[config.mk]
export PLATFORM = sky130hd
export DESIGN_NAME = lvds_comma_aligner
export DESIGN_NICKNAME = d
export VERILOG_FILES = /design/src/rtl/lvds_comma_aligner_pkg.sv /design/src/rtl/lvds_comma_detect.sv /design/src/rtl/lvds_comma_aligner.sv
export SDC_FILE = /design/constraint.sdc
export NUM_CORES = 1
export LEC_CHECK = 0
export ABC_CLOCK_PERIOD_IN_PS = 10100
export BUFFER_PORTS_ARGS = -buffer_cell sky130_fd_sc_hd__buf_2
export CAP_MARGIN = 30
export CORE_UTILIZATION = 35
export CTS_CLUSTER_SIZE = 14
export DETAILED_ROUTE_END_ITERATION = 16
export PLACE_DENSITY = 0.56
export SYNTH_ARGS = -nofsm -noshare
export SYNTH_HDL_FRONTEND = slang
export SYNTH_SLANG_ARGS = --single-unit
[constraint.sdc]
create_clock -name clk -period 10.1 [get_ports clk]
set_input_delay 1.01 -clock clk [delete_from_list [all_inputs] [get_ports clk]]
set_output_delay 1.01 -clock clk [all_outputs]
set_load 0.01 [all_outputs]
[src/rtl/lvds_comma_aligner_pkg.sv]
// Shared 8b/10b comma constants and aligner state encoding.
// Latency: n/a (definitions only).
// Backpressure: n/a.
package lvds_comma_aligner_pkg;

  // K28.5 in both running disparities, bit 9 = code bit 'a'
  localparam logic [9:0] K28_5_RDN = 10'h0FA;
  localparam logic [9:0] K28_5_RDP = 10'h305;

  typedef enum logic [1:0] {
    ST_HUNT   = 2'd0,
    ST_VERIFY = 2'd1,
    ST_LOCKED = 2'd2
  } state_t;

  // A disparity flip is not an error: either polarity is a comma
  function automatic logic is_k28_5(input logic [9:0] sym);
    return (sym == K28_5_RDN) || (sym == K28_5_RDP);
  endfunction

endpackage

[src/rtl/lvds_comma_detect.sv]
// Finds K28.5 at any of the 10 bit offsets of a 20-bit window, lowest offset wins.
// Latency: combinational.
// Backpressure: none; evaluated every cycle, the caller qualifies with its valid.
module lvds_comma_detect
  import lvds_comma_aligner_pkg::*;
(
  input  logic [19:0] win,
  output logic        hit,
  output logic [3:0]  hit_off
);

  logic [9:0] match;

  // One comparator per candidate; candidate k starts k bits into the window
  always_comb begin
    match = '0;
    for (int k = 0; k < 10; k++) begin
      match[k] = is_k28_5(win[19-k -: 10]);
    end
  end

  // Priority encode, scanning downwards so the lowest matching offset is kept
  always_comb begin
    hit     = 1'b0;
    hit_off = 4'd0;
    for (int k = 9; k >= 0; k--) begin
      if (match[k]) begin
        hit     = 1'b1;
        hit_off = 4'(k);
      end
    end
  end

endmodule

[src/rtl/lvds_comma_aligner.sv]
// Word aligner: locks onto the K28.5 bit offset and emits aligned 10-bit symbols.
// Latency: 1 cycle from a valid rx word to dout.
// Backpressure: none; rx_valid=0 freezes all state and blanks dout_valid/dout_comma.
module lvds_comma_aligner
  import lvds_comma_aligner_pkg::*;
#(
  parameter int LOCK_HITS      = 4,
  parameter int LOSS_HITS      = 3,
  parameter int VERIFY_TIMEOUT = 255
) (
  input  logic       clk,
  input  logic       rst_n,
  input  logic [9:0] rx_data,
  input  logic       rx_valid,
  output logic [9:0] dout,
  output logic       dout_valid,
  output logic       dout_comma,
  output logic       locked,
  output logic [3:0] offset
);

  localparam int HIT_W  = $clog2(LOCK_HITS + 1);
  localparam int MISS_W = $clog2(LOSS_HITS + 1);
  localparam int TMO_W  = $clog2(VERIFY_TIMEOUT + 1);

  localparam logic [HIT_W-1:0]  HIT_LOCK  = HIT_W'(LOCK_HITS);
  localparam logic [MISS_W-1:0] MISS_LOSS = MISS_W'(LOSS_HITS);
  localparam logic [TMO_W-1:0]  TMO_MAX   = TMO_W'(VERIFY_TIMEOUT);

  state_t            state, state_nxt;
  logic [9:0]        prev_q;
  logic [19:0]       win;
  logic              det_hit;
  logic [3:0]        det_off;
  logic [3:0]        cand, cand_nxt, offset_nxt;
  logic [HIT_W-1:0]  hit_cnt, hit_nxt, hit_inc;
  logic [MISS_W-1:0] miss_cnt, miss_nxt, miss_inc;
  logic [TMO_W-1:0]  tmo, tmo_nxt, tmo_inc;
  logic [3:0]        act_off;
  logic [9:0]        act_sym;
  logic              out_vld;

  assign win = {prev_q, rx_data};

  lvds_comma_detect u_detect (
    .win     (win),
    .hit     (det_hit),
    .hit_off (det_off)
  );

  // Saturating increments so no counter can wrap back to a small value
  assign hit_inc  = (hit_cnt  == HIT_LOCK)  ? hit_cnt  : hit_cnt  + 1'b1;
  assign miss_inc = (miss_cnt == MISS_LOSS) ? miss_cnt : miss_cnt + 1'b1;
  assign tmo_inc  = (tmo      == TMO_MAX)   ? tmo      : tmo      + 1'b1;

  // Symbol selection follows the candidate until lock, then the locked offset
  assign act_off = (state == ST_LOCKED) ? offset : cand;
  assign act_sym = 10'(win >> (4'd10 - act_off));
  assign out_vld = rx_valid && (state == ST_LOCKED);
  assign locked  = (state == ST_LOCKED);

  // Hit/miss lock qualification; only a valid word can move the FSM
  always_comb begin
    state_nxt  = state;
    cand_nxt   = cand;
    offset_nxt = offset;
    hit_nxt    = hit_cnt;
    miss_nxt   = miss_cnt;
    tmo_nxt    = tmo;
    if (rx_valid) begin
      case (state)
        ST_HUNT: begin
          if (det_hit) begin
            cand_nxt = det_off;
            hit_nxt  = HIT_W'(1);
            tmo_nxt  = '0;
            miss_nxt = '0;
            if (LOCK_HITS <= 1) begin
              state_nxt  = ST_LOCKED;
              offset_nxt = det_off;
            end else begin
              state_nxt = ST_VERIFY;
            end
          end
        end
        ST_VERIFY: begin
          if (det_hit && (det_off == cand)) begin
            hit_nxt = hit_inc;
            if (hit_inc == HIT_LOCK) begin
              state_nxt  = ST_LOCKED;
              offset_nxt = cand;
              miss_nxt   = '0;
            end
          end else if (det_hit) begin
            // A comma elsewhere restarts qualification at the new offset
            cand_nxt = det_off;
            hit_nxt  = HIT_W'(1);
            tmo_nxt  = '0;
          end else begin
            tmo_nxt = tmo_inc;
            if (tmo_inc == TMO_MAX) begin
              state_nxt = ST_HUNT;
              hit_nxt   = '0;
              tmo_nxt   = '0;
            end
          end
        end
        ST_LOCKED: begin
          // Data words never count against lock; only foreign commas do
          if (det_hit && (det_off == offset)) begin
            miss_nxt = '0;
          end else if (det_hit) begin
            miss_nxt = miss_inc;
            if (miss_inc == MISS_LOSS) begin
              state_nxt = ST_HUNT;
              miss_nxt  = '0;
              hit_nxt   = '0;
              tmo_nxt   = '0;
            end
          end
        end
        default: state_nxt = ST_HUNT;
      endcase
    end
  end

  // FSM state, candidate/offset and counter registers
  always_ff @(posedge clk or negedge rst_n) begin
    if (!rst_n) begin
      state    <= ST_HUNT;
      cand     <= 4'd0;
      offset   <= 4'd0;
      hit_cnt  <= '0;
      miss_cnt <= '0;
      tmo      <= '0;
    end else begin
      state    <= state_nxt;
      cand     <= cand_nxt;
      offset   <= offset_nxt;
      hit_cnt  <= hit_nxt;
      miss_cnt <= miss_nxt;
      tmo      <= tmo_nxt;
    end
  end

  // Previous word forms the upper half of the alignment window
  always_ff @(posedge clk or negedge rst_n) begin
    if (!rst_n) begin
      prev_q <= 10'h000;
    end else if (rx_valid) begin
      prev_q <= rx_data;
    end
  end

  // Registered aligned symbol; flags blank on invalid cycles, dout holds
  always_ff @(posedge clk or negedge rst_n) begin
    if (!rst_n) begin
      dout       <= 10'h000;
      dout_valid <= 1'b0;
      dout_comma <= 1'b0;
    end else begin
      dout_valid <= out_vld;
      dout_comma <= out_vld && is_k28_5(act_sym);
      if (rx_valid) begin
        dout <= act_sym;
      end
    end
  end

endmodule

==> impl_metrics.toml <==
[cells_and_area]
regArea_um2 = 1130
mostFrequentLayoutCells = "45 x dfrtp_1, 35 x mux2i_1, 30 x nand2_1"
final_nets = 449
area_growth_pct = 9.18
n_antenna_cell = 0
layout-drive-gt1-share_pct = 20.5
mostFrequentLayoutCell = "dfrtp_1"
n_fill_cell = 1052
multi_input_comb_area_um2 = 2480

[yosys]
synth_edf_count = 0
synth_fa_ha_area_share_pct = 2.63
synth-xor-area-share_pct = 1.84
ys.flop_type = "dfrtp_1"
synth-compound-area-share_pct = 16.4
synth_top_family_by_area = "simple AND/OR/NAND/NOR gates"
synth.area.mux_share_pct = 19.9
postSynthAreaPerCell_um2 = 9.14
ys_seq_area_share_pct = 29.6
synth_cell_type_count = 74
syn_nets = 437
yosysTopAreaCellShare_pct = 29.6
yosys.area_share.simple_pct = 24.3
synth_top_area_cell = "dfrtp_1"
synth-warning-count = 0
syn_inst = 416
synth_area_leaders = "dfrtp_1 30%, mux2i_1 9.2%, mux2_2 6.2%"
synth-seq-cells = 45
synthArstFlopShare_pct = 100
syn-cell-area_um2 = 3800

[critical_path]
worst_setup_path_start_kind = "register"
setup.worst_path.end_class = "register"
path_max_fanout = 25
crit_type = "register to register"
crit_required_ns = 10.30
cp_data_arrival_time_ns = 4.51

[cts]
cts_tree = "built"
clock_latency_ns = 0.30
cts_max_level = 2
cts_buffers = 5
post_cts_buffers = 0
clock_sinks = 45
ctsLongestPathBuffers = 2
clk_pin_slew_ns = 0.09
cts-root-buf = "clkbuf_8"
cts_resized = 0
hold_buffers = 0

[sta]
fin_setup_tns_ns = 0
setup_violations = 0
rsz0062_at_grt = "false"
max_freq_mhz = 232
finalClockSkew_ns = 0.00577
timing.final.crit_share_pct = 42.7
hold_slack_ns = 0.508
worst_pin_slew_ns = 0.929
final-hold-violation-count = 0
max_slew_margin_pct = 36.7
finalMaxSlewViolations = 0
layout_min_cycle_time_ns = 4.31

[drt]
detail_route.first_pass.iterations = 4
antenna_left = 0
vias_per_cell = 5.74
via_count = 3245
drc = 0
avgRoutedWirePerCell_um = 16.4
finalWirelength_mm = 9.28
drt_iter0_drc = 114

[placement]
place.gp.congestion = 0.826
portBuffers = 29
hpwl_mm = 6.84

[power]
p_leak_nw = 1.82
power_density_nw_per_um2 = 196
irDropWorstVdd_v = 0.000116

[floorplanning]
die_width_um = 106
design.core.area_um2 = 10400
die_h_um = 106
die_area_um2 = 11300
ios = 30
initial_utilization_pct = 36.5
rows = 37

[global_routing]
grt_pass1_vias = 3188
antenna_found_initial = 0
grt_max_degree = 27
grtUsageTotal_pct = 17.7
grt.overflow.total = 0
grt_pass1_wl_mm = 16.3

[outcome]
status = "finished, final reports clean"

[flow_run]
cap_violations = 0

[min_path]
hp-class = "register to register"
## where the power goes
| group | internal [mW] | leakage, nW | total [mW] | switching (mW) |
|---|---|---|---|---|
| logic | 0.166 | 1.20 | 0.382 | 0.216 |
| clock network | 0.0983 | 0.0681 | 0.163 | 0.0644 |
| registers | 0.222 | 0.556 | 0.270 | 0.0480 |
## worst max-delay path, stage by stage, from the launching register on
cell and delay, ns:
dfrtp_1 0.42, inv_1 0.11, ha_1 0.43, mux2i_4 0.86, inv_1 0.11, ha_1 0.56
inv_2 0.24, mux2i_1 0.18, mux2_2 0.27, o21ai_0 0.37, nand2_1 0.09, nor3_1 0.17
nand4_1 0.12, o41ai_1 0.24
## state kept, by name (all words and copies together), names as in the netlist, 2 cells and up
signal,cells
offset,4
prev_q,10
miss_cnt,2
state,2
cand,4
hit_cnt,3
tmo,8
dout,10
## stage by stage
step | utilization [%] | std cells | setup WS, ns | total power [mW] | area, um^2
finish | 39.8 | 565 | 5.79 | 0.815 | 4150
global route | 39.8 | 565 | 5.23 | 0.882 | 4150
CTS | 39.8 | 565 | 5.81 | 0.819 | 4150
detailed placement | 38.6 | 557 | 5.86 | 0.653 | 4020
global placement | 38.4 | 556 | 6.00 | 0.647 | 4000
floorplan | - | 416 | 6.17 | 0.558 | 3800
## cells by family after synthesis
group	Yosys count
AND/OR/NAND/NOR	155
flip-flops	45
AO/OA/AOI/OAI	91
adder cells (fa/ha/maj)	8
buffers and inverters	42
multiplexers	67
XOR/XNOR	8
## final timing paths
kind | end | from | slack, ns | cells after the start
worst max-delay path | dout_comma$_DFF_PN0_ | state[0]$_DFFE_PN0P_ | 5.79 | 13
worst min-delay path | dout[1]$_DFFE_PN0P_ | dout[1]$_DFFE_PN0P_ | 0.51 | 1
worst max register to register | dout_comma$_DFF_PN0_ | state[0]$_DFFE_PN0P_ | 5.79 | 13
worst min register to register | dout[1]$_DFFE_PN0P_ | dout[1]$_DFFE_PN0P_ | 0.51 | 1
max in group asynchronous | dout[6]$_DFFE_PN0P_ | rst_n | 8.89 | 2
min in group asynchronous | tmo[1]$_DFFE_PN0P_ | rst_n | 0.69 | 1
## layout make-up
cell class / count / area share, %
Tap cell: 136 / 4.10
Timing Repair Buffer: 32 / 4.34
Sequential cell: 45 / 27.1
Clock buffer: 5 / 1.66
Inverter: 15 / 1.36
Multi-Input combinational cell: 329 / 59.8
Clock inverter: 3 / 1.57
## cell usage after synthesis, drive strengths merged (6+ instances only)
cell / number
dfrtp: 45
mux2i: 36
nand2: 30
a21oi: 28
mux2: 28
nor2: 28
nand3: 16
inv: 15
nand4: 15
a211oi: 14
buf: 14
o21ai: 14
clkbuf: 13
ha: 8
nor3: 7
xnor2: 7
a31oi: 6
## routing by layer
| layer | up-vias | wire length [um] | global-route usage (%) |
|---|---|---|---|
| li1 | 1600 | - | - |
| met1 | 1557 | 4440 | 24.7 |
| met2 | 75 | 4380 | 28.6 |
| met3 | 13 | 355 | 2.88 |
| met4 | 0 | 108 | 4.27 |
| met5 | - | 0 | 0 |
Note: power is estimated with default switching activity, not from simulation.
